### src/rtl/fifo_push_arb.sv
// Round-robin burst arbiter sharing the fifo push port among NREQ producers.
// Optional macro FIFO_ARB_STATS_EN adds per-requester saturating grant counters.
module fifo_push_arb #(
  parameter int NREQ     = 4,
  parameter int DW       = 31,
  parameter int MAXBURST = 4
) (
  input  logic                 clk,
  input  logic                 rst,
  input  logic [NREQ-1:0]      req,
  input  logic [NREQ*DW-1:0]   data,
  output logic [NREQ-1:0]      ack,
  input  logic                 fifo_full,
  output logic                 fifo_push,
  output logic [DW-1:0]        fifo_datain,
  output logic [3:0]           owner,
`ifdef FIFO_ARB_STATS_EN
  output logic [NREQ*16-1:0]   grant_cnt,
`endif
  output logic                 busy
);

  localparam int IW = (NREQ > 1) ? $clog2(NREQ) : 1;
  localparam int BW = $clog2(MAXBURST) + 1;

  typedef enum logic {IDLE, BURST} state_e;

  state_e          state_q, state_d;
  logic [IW-1:0]   owner_q, owner_d;
  logic [IW-1:0]   last_q, last_d;
  logic [BW-1:0]   bcnt_q, bcnt_d;
  logic [IW-1:0]   grant_idx;
  logic            found;

  // Round-robin search starts just after the previous owner and wraps back to it.
  always_comb begin
    grant_idx = last_q;
    found     = 1'b0;
    for (int k = 1; k <= NREQ; k++) begin
      if (!found && req[(int'(last_q) + k) % NREQ]) begin
        found     = 1'b1;
        grant_idx = IW'((int'(last_q) + k) % NREQ);
      end
    end
  end

  always_comb begin
    fifo_push   = (state_q == BURST) && req[owner_q] && !fifo_full;
    ack         = '0;
    if (fifo_push) ack[owner_q] = 1'b1;
    fifo_datain = data[int'(owner_q)*DW +: DW];
    busy        = (state_q == BURST);
    owner       = 4'(owner_q);
  end

  always_comb begin
    state_d = state_q;
    owner_d = owner_q;
    last_d  = last_q;
    bcnt_d  = bcnt_q;
    case (state_q)
      IDLE: begin
        if (found) begin
          owner_d = grant_idx;
          bcnt_d  = '0;
          state_d = BURST;
        end
      end
      BURST: begin
        if (!req[owner_q]) begin
          state_d = IDLE;
          last_d  = owner_q;
          bcnt_d  = '0;
        end else if (fifo_push) begin
          if (bcnt_q == BW'(MAXBURST - 1)) begin
            state_d = IDLE;
            last_d  = owner_q;
            bcnt_d  = '0;
          end else begin
            bcnt_d = bcnt_q + BW'(1);
          end
        end
      end
      default: state_d = IDLE;
    endcase
  end

  always_ff @(posedge clk or negedge rst) begin
    if (!rst) begin
      state_q <= IDLE;
      owner_q <= '0;
      last_q  <= IW'(NREQ - 1);
      bcnt_q  <= '0;
    end else begin
      state_q <= state_d;
      owner_q <= owner_d;
      last_q  <= last_d;
      bcnt_q  <= bcnt_d;
    end
  end

`ifdef FIFO_ARB_STATS_EN
  logic [15:0] gcnt_q [NREQ];
  logic [15:0] gcnt_d [NREQ];

  always_comb begin
    grant_cnt = '0;
    for (int i = 0; i < NREQ; i++) begin
      gcnt_d[i] = gcnt_q[i];
      if (ack[i] && gcnt_q[i] != 16'hFFFF) gcnt_d[i] = gcnt_q[i] + 16'd1;
      grant_cnt[i*16 +: 16] = gcnt_q[i];
    end
  end

  always_ff @(posedge clk or negedge rst) begin
    if (!rst) begin
      for (int i = 0; i < NREQ; i++) gcnt_q[i] <= '0;
    end else begin
      for (int i = 0; i < NREQ; i++) gcnt_q[i] <= gcnt_d[i];
    end
  end
`endif

endmodule

### config.mk
export PLATFORM = sky130hd
export DESIGN_NAME = fifo_push_arb
export DESIGN_NICKNAME = d
export VERILOG_FILES = /design/src/rtl/fifo_push_arb.sv
export SDC_FILE = /design/constraint.sdc
export NUM_CORES = 1
export LEC_CHECK = 0
export BUFFER_PORTS_ARGS = -buffer_cell sky130_fd_sc_hd__buf_2
export CORE_MARGIN = 4
export CORE_UTILIZATION = 33
export CTS_CLUSTER_SIZE = 20
export DETAILED_ROUTE_END_ITERATION = 10
export PLACE_DENSITY = 0.88
export SLEW_MARGIN = 40
export SYNTH_ARGS = -nofsm -noshare
export SYNTH_HDL_FRONTEND = slang
export SYNTH_SLANG_ARGS = --single-unit
### constraint.sdc
create_clock -name clk -period 2.05 [get_ports clk]
set_clock_uncertainty 0.2 [all_clocks]
set_input_delay 0.41 -clock clk [delete_from_list [all_inputs] [get_ports clk]]
set_output_delay 0.41 -clock clk [all_outputs]
set_load 0.03 [all_outputs]
======== Word-level counts from Yosys, hierarchy flattened ========
Index checks and enable logic that the tools add are counted.
storage, ports and cells
  register bits after elaboration ......... 8
  input port bits ......................... 131
  output and inout bits ................... 41
  word-level logic and storage cells ...... 82
operators by class
  add/subtract/negate cells ............... 5
  multiply operators ...................... 1
  magnitude comparators ................... 6
  equality and inequality tests ........... 5
  shifts and indexed selects .............. 1
  multiplexer cells ....................... 38
  bitwise logic cells ..................... 5
  reductions and logical operators ........ 17
operators with widths
  cell                                                                   number
  124-bit by 8-bit indexed part select with 31-bit output                1
  1-bit 2-to-1 mux                                                       18
  3-bit by 4-bit < comparator with 1-bit output, second input constant   4
  2-bit 2-to-1 mux                                                       7
  3-bit 2-to-1 mux                                                       4
  1-bit binary-select mux with 2-bit select                              5
  2-bit OR reduction                                                     4
  2-bit by 5-bit multiplier with 7-bit output, second input constant     1
  1-bit logical AND                                                      6
  3-bit case mux with 2 select lines                                     1
  2-bit by 1-bit adder with 2-bit output, second input constant          2
  2-bit adder, second input constant                                     2
  1-bit bitwise AND, first input constant                                4
  1-bit logical NOT                                                      4
  4-bit 2-to-1 mux                                                       1
  2-bit != test, second input constant                                   2
  2-bit AND reduction                                                    2
  3-bit by 1-bit adder with 3-bit output, second input constant          1
  3-bit by 2-bit == test with 1-bit output, second input constant        1
  2-bit by 3-bit < comparator with 1-bit output, second input constant   1
  3-bit != test, second input constant                                   1
  3-bit AND reduction                                                    1
  1-bit demux with 2-bit select                                          1
  2-bit by 1-bit >= comparator with 1-bit output, second input constant  1
  other kinds (3)                                                        3

======== Logic depth before layout (Yosys ltp) ========
  word-level depth ........................ 18
  mapped depth ............................ 5
  gate-level depth less buffers ........... 4

======== Least setup slack after synthesis ========
Ideal clock, no wire load.
  kind .................................... register to output
  start point ............................. reg owner_q[1]
  end point ............................... out ack[0]
  arrival ................................. 1.958 ns
  required time ........................... 1.440 ns
  path slack .............................. -0.518 ns
  stages on the path, launching flop included .. 4
  buffers on the path ..................... 2
  path through ............................ dfrtp_1 > buf_2 > buf_2 > nor4b_1
between the ends
  word-level cells in the longest chain between the ends .. 5
  elaborated cells on any way between the ends .. 10
ends and longest elaborated chain
  item                                                                                         RTL line  RTL
  start: declaration                                                                           29        logic [IW-1:0] owner_q, owner_d;
  start signal: assignment                                                                     96        owner_q <= owner_d;
  2-bit by 3-bit < comparator with 1-bit output (not written as such) (tied with other cells)  50        if (fifo_push) ack[owner_q] = 1'b1;
  1-bit logical AND (not written as such) or 1-bit 2-to-1 mux (tied branches)                  50, 48
  1-bit 2-to-1 mux (not written as such) or 1-bit logical AND (tied branches)                  50, 48
  1-bit demux with 2-bit select or 1-bit logical AND (tied branches)                           50, 48
  4-bit 2-to-1 mux (*)                                                                         50
  end: declaration                                                                             12        output logic [NREQ-1:0] ack,
Every way passes the cells marked *; elsewhere a longest branch is shown, timed or not. The select of a mux whose other input is x is not followed.

======== Final worst setup path ========
  start point ............................. reg owner_q[0]
  end point ............................... out fifo_datain[9]
between the ends
  word-level cells in the longest chain between the ends .. 2
ends and longest elaborated chain
  item                                                     RTL line  RTL
  2-bit by 5-bit multiplier with 7-bit output              51        fifo_datain = data[int'(owner_q)*DW +: DW];
  124-bit by 8-bit indexed part select with 31-bit output  51
  end: declaration                                         15        output logic [DW-1:0] fifo_datain,
No other way between the ends.

==> out/results.txt <==
Register area share after synthesis -> 0.1475
CP Data Arrival Time -> 1590 ps
# setup viols final -> 34
Worst Path Class, Setup -> flip-flop to output pin
Io pins -> 172
# DRC -> 0
Die extent in x -> 72.52 um
Startpoint Class -> flip-flop
Global-route wire length before repair -> 9.873 mm
Area grow syn2layout -> 99.91%
Dpl cells -> 327
DR top layer -> met5
Final core utilization -> 0.6866
CTS buffer count -> 3
Core box area -> 4000 sq um
Std cell rows -> 23
Via-per-instance ratio -> 5.364
Routability cong. -> 0.8638
RSZ-0062 raised after global routing -> yes
Status -> finished, violations left
Worst Hold Class -> flip-flop to flip-flop
Clock Latency Late Sink -> 230 ps
Die ar. -> 5259 sq um
Total gr overflow -> 0
Max Clk Rate -> 455.2 MHz
Leak -> 1.353 nW
Met3 wire length -> 502 um
Max Cap Viol -> 0
Worst setup margin -> -147.1 ps
Crit-path max FO -> 10
Synth Warn # -> 0
Clock slew at reported path FFs -> 40 ps
HPWL after DPL -> 5.587 mm
Initial cell density of the core -> 0.3434
Non-filler cells, final -> 338
Post-synth cell types -> 39
Failing checks -> negative setup slack
Layout net count -> 420
DR WL/cell -> 20.86 um
Final Critical Period -> 2197 ps
Die height -> 72.52 um
Pre-antenna DRT Iters -> 4
FF+latch count, synth -> 8
Root Buffer -> clkbuf_8
Routed via count -> 1813
M1 WL -> 2.422 mm
Metal2 WL -> 3.968 mm
IO Port Bufs -> 169
Largest net degree at the start of global routing -> 21
H-tree depth -> 1
Slew Viols, Final -> 0
Syn Area/Cell -> 12.84 sq um
Vias in the first global route -> 1903
Final hold vios -> 0
Period utilisation layout -> 1.072
Layout cell share with drive strength beyond 1 -> 0.8223
CTS Sinks -> 8
Power Density -> 1495 nW/um^2
Clock Path Buffers -> 2
Final wirelength -> 7.050 mm
Syn Inst Count -> 107
Peak VDD IR -> 0.9118 mV
CP Capture Type -> output pin
Post-route setup TNS -> -3880 ps
CTS tree -> done
Initial antenna violation count -> 2
DRT antenna net count -> 0
Area of the mapped netlist -> 1374 sq um
Worst Path Required -> 1440 ps
DRC marker count from the first detailed-route iteration -> 48
Total power -> 4.107 mW
Total track usage -> 0.2490
## repair_timing
| item | 4_1_cts | 5_1_grt |
|---|---|---|
| setup buffers | 3 | 0 |
| cloned | 1 | 1 |
| setup endpoints to repair | 34 | 36 |
| hold endpoints to repair | 6 | 0 |
| pin swaps | 2 | 1 |
| gates resized for setup | 73 | 2 |
| hold buffers | 1 | 0 |
## cells by family (layout without fill, tap and decap cells)
group | count (synthesis) | after routing | synth area share
AOI/OAI and AO/OA | 18 | 18 | 0.09199
DFF | 8 | 8 | 0.1475
buffers and inverters | 14 | 193 | 0.06649
and+or+nand+nor | 28 | 28 | 0.1193
muxes | 37 | 37 | 0.5628
adders and majority gates | 1 | 1 | 0.009106
other | 1 | 3 | 0.002730
## per-layer routing
metal	GRT usage	vias up
li1	-	812
met1	0.2795	898
met2	0.4760	85
met3	0.04848	16
met4	0.06148	2
met5	0	-
## power breakdown
group	internal (mW)	leakage [nW]	switching (mW)
clock network	0.135	0.0228	0.0631
registers	0.233	0.0947	0.0682
logic	1.79	1.24	1.81
total	2.16	1.35	1.95
## metrics by stage
step / cell area (sq um) / hold slack [ps] / setup slack (ps)
6_report: 2746 / 320.3 / -147.1
2_1_floorplan: 1424 / -85.59 / -76.87
5_1_grt: 2746 / 337.4 / -185.3
3_5_place_dp: 2369 / 58.93 / 63.06
3_3_place_gp: 2369 / 60.32 / 84.88
4_1_cts: 2711 / 317.1 / -148.8
## state kept, by name, summed over array words and instances (netlist names)
signal,cells
owner_q,2
last_q,2
busy,1
bcnt_q,3
## cell type report
cell class,count,area [sq um]
Inverter,2,7.507
Tap cell,50,62.56
Timing Repair Buffer,187,1292
Fill cell,308,1254
Clock buffer,4,45.04
Antenna cell,1,2.502
Multi-Input combinational cell,86,1131
Sequential cell,8,205.2
## path summary, 6_finish.rpt
check	start	to	slack [ps]	depth (start not counted)
max	owner_q[0]	fifo_datain[9]	-150	4
min	bcnt_q[2]	bcnt_q[2]	320	1
max reg2reg	owner_q[0]	bcnt_q[2]	260	5
min reg2reg	bcnt_q[2]	bcnt_q[2]	320	1
max in group asynchronous	rst	last_q[0]	1060	2
min in group asynchronous	rst	bcnt_q[0]	360	2
## synthesized netlist by cell type (all sizes together)
cell,instances,area share
ha,1,0.0091
o211ai,2,0.011
o31ai,1,0.0055
a21o,2,0.011
nand2b,4,0.018
nor4,1,0.0046
nand2,5,0.014
dfrtp,6,0.11
and3b,1,0.0073
inv,2,0.0055
a22o,1,0.0064
mux4,32,0.52
and3,1,0.0046
nor2,6,0.016
a21oi,3,0.011
nand4bb,1,0.0082
o21ai,2,0.0073
buf,10,0.056
nor2b,1,0.0046
nor4b,1,0.0064
dfstp,2,0.038
nor3b,2,0.011
o21a,1,0.0055
mux2,2,0.016
a41oi,1,0.0064
nor3,2,0.0073
and2,1,0.0046
a22oi,1,0.0055
o22ai,1,0.0046
or2,1,0.0046
conb,1,0.0027
clkbuf,2,0.0055
a21boi,1,0.0055
o2bb2ai,2,0.013
or4,1,0.0082
mux2i,3,0.022
## layout by cell type, fill, tap and decap left out, drive strengths merged, types with 2 or more instances in the layout
cell type  count
clkbuf         5
nor3           2
nand2b         4
conb           2
inv            2
o211ai         2
buf          185
dfstp          2
dfrtp          6
nand2          5
nor3b          2
mux4          32
a21o           2
o21ai          2
a21oi          3
mux2i          3
nor2           6
mux2           2
o2bb2ai        2
## critical path: stages, from the launching register on
cell and delay [ps]:
dfrtp_2 370, buf_12 120, buf_12 140, mux4_2 550, buf_6 170
Power figures use the tool's default switching activity.
